File: src/rtl/hazard_stall_unit.sv
// hazard_stall_unit: pipeline stall/bubble controller sitting beside the forwarding unit.
// It covers the hazards that forwarding cannot: load-use, D-mem wait, the second access of
// LDI/STI, and I-mem wait. It also keeps saturating stall performance counters.
// Ports:
//   clk, rst_n                       clock, asynchronous active-low reset
//   id_sr1_id/id_sr2_id, id_uses_*   ID-stage source registers and whether each is really read
//   ex_dest, ex_load_regfile, ex_is_load   EX-stage destination and load info
//   mem_valid, mem_dmem_req, mem_indirect, dmem_resp   MEM-stage D-mem handshake
//   if_imem_req, imem_resp           IF-stage I-mem handshake
//   perf_clear                       synchronous clear of all counters
//   stall_*, *_bubble                combinational stage-hold and NOP-insert controls
//   mem_ind_phase                    second indirect D-mem access in progress
//   lu_count/dstall_count/istall_count   saturating event counters
module hazard_stall_unit #(
    parameter int unsigned CNT_WIDTH = 16
) (
    input  logic                 clk,
    input  logic                 rst_n,
    input  logic [2:0]           id_sr1_id,
    input  logic [2:0]           id_sr2_id,
    input  logic                 id_uses_sr1,
    input  logic                 id_uses_sr2,
    input  logic [2:0]           ex_dest,
    input  logic                 ex_load_regfile,
    input  logic                 ex_is_load,
    input  logic                 mem_valid,
    input  logic                 mem_dmem_req,
    input  logic                 mem_indirect,
    input  logic                 dmem_resp,
    input  logic                 if_imem_req,
    input  logic                 imem_resp,
    input  logic                 perf_clear,
    output logic                 stall_if,
    output logic                 stall_id,
    output logic                 stall_ex,
    output logic                 stall_mem,
    output logic                 id_bubble,
    output logic                 ex_bubble,
    output logic                 wb_bubble,
    output logic                 mem_ind_phase,
    output logic [CNT_WIDTH-1:0] lu_count,
    output logic [CNT_WIDTH-1:0] dstall_count,
    output logic [CNT_WIDTH-1:0] istall_count
);

    typedef enum logic {
        ST_RUN  = 1'b0,
        ST_IND2 = 1'b1
    } state_t;

    localparam logic [CNT_WIDTH-1:0] CNT_MAX = {CNT_WIDTH{1'b1}};

    state_t state;
    state_t state_nxt;

    logic mem_stall;
    logic load_use;
    logic imem_wait;

    // Hazard detection; the first access of an indirect op keeps MEM held even on response
    always_comb begin
        mem_stall = mem_valid & mem_dmem_req &
                    (~dmem_resp | ((state == ST_RUN) & mem_indirect));
        load_use  = ex_is_load & ex_load_regfile &
                    ((id_uses_sr1 & (ex_dest == id_sr1_id)) |
                     (id_uses_sr2 & (ex_dest == id_sr2_id)));
        imem_wait = if_imem_req & ~imem_resp;
    end

    // State register
    always_ff @(posedge clk or negedge rst_n) begin
        if (!rst_n) begin
            state <= ST_RUN;
        end else begin
            state <= state_nxt;
        end
    end

    // Next state and prioritised stall/bubble controls
    always_comb begin
        state_nxt     = state;
        stall_if      = 1'b0;
        stall_id      = 1'b0;
        stall_ex      = 1'b0;
        stall_mem     = 1'b0;
        id_bubble     = 1'b0;
        ex_bubble     = 1'b0;
        wb_bubble     = 1'b0;
        mem_ind_phase = (state == ST_IND2);

        case (state)
            ST_RUN: begin
                if (mem_valid & mem_indirect & mem_dmem_req & dmem_resp) begin
                    state_nxt = ST_IND2;
                end
            end
            ST_IND2: begin
                if (dmem_resp) begin
                    state_nxt = ST_RUN;
                end
            end
            default: state_nxt = ST_RUN;
        endcase

        if (mem_stall) begin
            stall_if  = 1'b1;
            stall_id  = 1'b1;
            stall_ex  = 1'b1;
            stall_mem = 1'b1;
            wb_bubble = 1'b1;
        end else if (load_use) begin
            // One bubble; the load then sits in MEM and forwarding covers it from WB
            stall_if  = 1'b1;
            stall_id  = 1'b1;
            ex_bubble = 1'b1;
        end else if (imem_wait) begin
            stall_if  = 1'b1;
            id_bubble = 1'b1;
        end
    end

    // Saturating performance counters; clear wins over increment
    always_ff @(posedge clk or negedge rst_n) begin
        if (!rst_n) begin
            lu_count     <= '0;
            dstall_count <= '0;
            istall_count <= '0;
        end else if (perf_clear) begin
            lu_count     <= '0;
            dstall_count <= '0;
            istall_count <= '0;
        end else begin
            if (ex_bubble && (lu_count != CNT_MAX)) begin
                lu_count <= lu_count + CNT_WIDTH'(1);
            end
            if (stall_mem && (dstall_count != CNT_MAX)) begin
                dstall_count <= dstall_count + CNT_WIDTH'(1);
            end
            if (id_bubble && (istall_count != CNT_MAX)) begin
                istall_count <= istall_count + CNT_WIDTH'(1);
            end
        end
    end

endmodule

File: config.mk
export PLATFORM = sky130hd
export DESIGN_NAME = hazard_stall_unit
export DESIGN_NICKNAME = d
export VERILOG_FILES = /design/src/rtl/hazard_stall_unit.sv
export SDC_FILE = /design/constraint.sdc
export NUM_CORES = 1
export LEC_CHECK = 0
export ABC_AREA = 1
export CELL_PAD_IN_SITES_DETAIL_PLACEMENT = 1
export CELL_PAD_IN_SITES_GLOBAL_PLACEMENT = 2
export CORE_ASPECT_RATIO = 0.7
export CORE_UTILIZATION = 26
export CTS_BUF_LIST = sky130_fd_sc_hd__clkbuf_4 sky130_fd_sc_hd__clkbuf_8
export DETAILED_ROUTE_END_ITERATION = 8
export PLACE_DENSITY_LB_ADDON = 0.2
export SETUP_SLACK_MARGIN = 0.02
export SYNTH_ARGS = -nofsm -noshare
export SYNTH_HDL_FRONTEND = slang
export SYNTH_SLANG_ARGS = --single-unit
File: constraint.sdc
create_clock -name clk -period 1.6 [get_ports clk]
set_input_delay 0.16 -clock clk [delete_from_list [all_inputs] [get_ports clk]]
set_output_delay 0.16 -clock clk [all_outputs]
set_load 0.1 [all_outputs]
==> impl_metrics.toml <==
[timing]
drv_slew = 0
fin_tns_setup_ps = -2350
rsz0062_at_grt = "yes"
setup_viol = 33
fin_crit_ps = 1780
whs_ps = 361
relSlewSlack_pct = 75.7
worst_slack_ps = -182
finalClockSkew_ps = 11.6
hold_violations = 0
period_share_pct = 111
clock.fmax_mhz = 561
worstMarginPinSlew_ps = 362

[cts]
clock-sinks = 49
clk_pin_slew_ps = 100
cts_root_buffer = "clkbuf_8"
clkLatencyLatePin_ps = 330
cts_buffers = 5
cts_tree = "done"
htreeDepth = 2
clock_path_buffers = 2

[synthesis]
synthesis.area_sq_mm = 0.00341
synthFlopType = "dfrtp_1"
ys_seq_area_share_pct = 35.9
ys_ff_latch = 49
yosysUniqueCellTypes = 36
synth_area_per_cell_sq_um = 7.09
synth-async-reset-ratio_pct = 100
syn_inst = 481
synth-edff-count = 0
syn_nets = 506
yosys_warnings = 0

[grt]
grtUsageTotal_pct = 18.9
grt_use_met2_pct = 30.7
antenna_found_initial = 0
grt_pass1_wl_mm = 20.3
grt_start_max_net_pins = 50
first_global_vias = 3901
globalRouteMet1Util_pct = 26.1
grt_overflow_total = 0
top_usage_layer = "met2"
use_met3_pct = 3.09

[power_and_ir_drop]
powerDensity_mw_per_mm2 = 463
ir_drop_uv = 413
p_leak_nw = 2.94

[layout]
register_area_sq_mm = 0.00124
nFillCells = 1461
final_util_pct = 51.1
syn_to_final_growth_pct = 88.5
multi_input_area_sq_mm = 0.00238
fin_nets = 676
drive_above_1_share_pct = 45.6
diodes = 0
final_area_sq_mm = 0.00643

[setup_path]
worstReg2RegEnd = "dstall_count[2]"
r2r.worst_path.cells = 11
cpMostUsedCell = "buf_12"
cp_cell_sequence = "inv_4 -> nand2_4 -> a21oi_4 -> buf_12 -> buf_12 -> nor2_8 -> buf_6 -> buf_12"
crit_path_end_kind = "primary output"
arrival_ps = 1620
cp.depth = 8
critical_path_required_ps = 1440
critPathBufInv = 5
cp_max_fo = 4
r2r_slack_ps = -110
crit_family = "buffers and inverters"
startpoint_type = "flop"
crit_slowest_cell = "dfrtp_4"
r2r-start = "mem_ind_phase"
crit_path_max_incr_delay_ps = 500
critPathKind = "reg2out"

[placed_design]
gp_congestion = 0.784
io_buffers = 77
dp_hpwl_mm = 9.22
place_area_sq_mm = 0.00567

[run_status]
status = "finished with violations"
violations = "setup timing"

[route]
ant_nets = 0
drt_iter0_markers = 154
via_per_inst = 4.67
vias = 3799
wl_per_cell_um = 16.0
drt_pre_antenna_iters = 6
wl_mm = 13.0
drc_errors = 0

[floorplanning]
die_area_sq_mm = 0.0136
core_sq_mm = 0.0126
dieWidth_um = 139
row_count = 34
start_util_pct = 27.1
fp.dieH_um = 97.8
pin_count = 78

[min_path]
hp-class = "in2async"

[flow_run]
maxCapViolations = 0
[cells in the final DEF (no fill, tap or decap), types with 3 or more instances in the layout]
cell and count:
nand2_2 23, o21ai_1 6, o31ai_2 3, nor3_1 14, xor2_1 24, dlygate4sd2_1 3
nor3_4 3, nand2_4 16, clkbuf_8 6, inv_1 39, o21ai_2 7, dfrtp_2 10
nor2_2 6, dfrtp_1 38, clkdlybuf4s50_1 15, buf_4 81, inv_4 3, nand3_2 25
nand2_8 6, nand3_1 25, buf_6 8, nand2_1 106, inv_2 4, nor2_4 5
nor2_1 58, buf_12 66, nand4_1 11, nor3_2 7
[cell families after synthesis]
family / after synthesis / share of synthesized area (%)
adder cells (fa/ha/maj): 3 / 1.10
AO/OA/AOI/OAI: 23 / 4.14
flip-flops: 49 / 35.9
XOR/XNOR: 26 / 6.67
AND/OR/NAND/NOR: 314 / 43.2
buffers and inverters: 66 / 8.95
[timing repair]
action                                  CTS  global route
endpoints found under the setup margin   48            55
setup buffers                             6            13
hold endpoints to repair                 49             0
gates resized for setup                  24           101
hold buffers                              1             0
cloned                                    1             1
pin swaps                                12            23
[cell type report]
cell class	instances	share of cell area (%)
timing repair buffer	180	35.8
tap	162	3.15
sequential	49	19.3
multi-input combinational	366	37.0
clock buffer	8	1.52
inverter	49	3.21
[cell usage after synthesis, types with 3 or more instances]
master / number / area, sq um
nand2_4: 4 / 45.0
o21ai_1: 8 / 40.0
inv_2: 4 / 15.0
o21ai_0: 6 / 30.0
nor3_1: 23 / 115
ha_1: 3 / 37.5
nor2_1: 65 / 244
buf_6: 3 / 33.8
buf_2: 3 / 15.0
buf_4: 4 / 30.0
xor2_1: 24 / 210
nor2_2: 3 / 18.8
o31ai_1: 5 / 37.5
dfrtp_1: 49 / 1230
inv_1: 44 / 165
clkbuf_1: 4 / 15.0
nand2_1: 122 / 458
nand3_1: 50 / 250
nand4_1: 11 / 68.8
nand2_2: 25 / 156
[worst max-delay path by stage]
stage	from	end	slack, ps
final	mem_ind_phase	ex_bubble	-180
after global routing	mem_ind_phase	ex_bubble	-240
after CTS	mem_ind_phase	ex_bubble	-190
after detailed placement	ex_dest[1]	lu_count[14]	-250
after global placement	ex_dest[0]	lu_count[4]	-210
after floorplan	mem_ind_phase	stall_if	-820
[routing by layer]
layer | vias to the layer above | part of all wire (%)
met5 | - | 0
met4 | 0 | 0.91
met3 | 10 | 2.6
li1 | 1873 | -
met1 | 1862 | 49
met2 | 54 | 47
[power by group]
part           internal (W)  switching [W]
clock              0.000389       0.000488
sequential          0.00126      0.0000193
combinational      0.000328       0.000498
[metrics by stage]
stage,std cells,setup slack [ps],total power (W)
2_1_floorplan,481,-822,0.00168
3_3_place_gp,787,-211,0.00201
3_5_place_dp,787,-250,0.00202
4_1_cts,802,-191,0.00295
5_1_grt,814,-239,0.00310
6_report,814,-182,0.00298
[worst reg2reg max path, cell delays in order, from the launching register on]
cell	delay, ps
dfrtp_4	500
inv_4	60
nand2_4	50
a21oi_4	140
buf_12	140
buf_4	110
buf_6	100
nand2_8	80
buf_6	130
buf_4	120
o21ai_2	110
a21oi_1	50
[registers in the layout, summed over array words and instances (netlist names)]
signal / count
dstall_count: 16
lu_count: 16
mem_ind_phase: 1
istall_count: 16
Power figures use the tool's default switching activity.
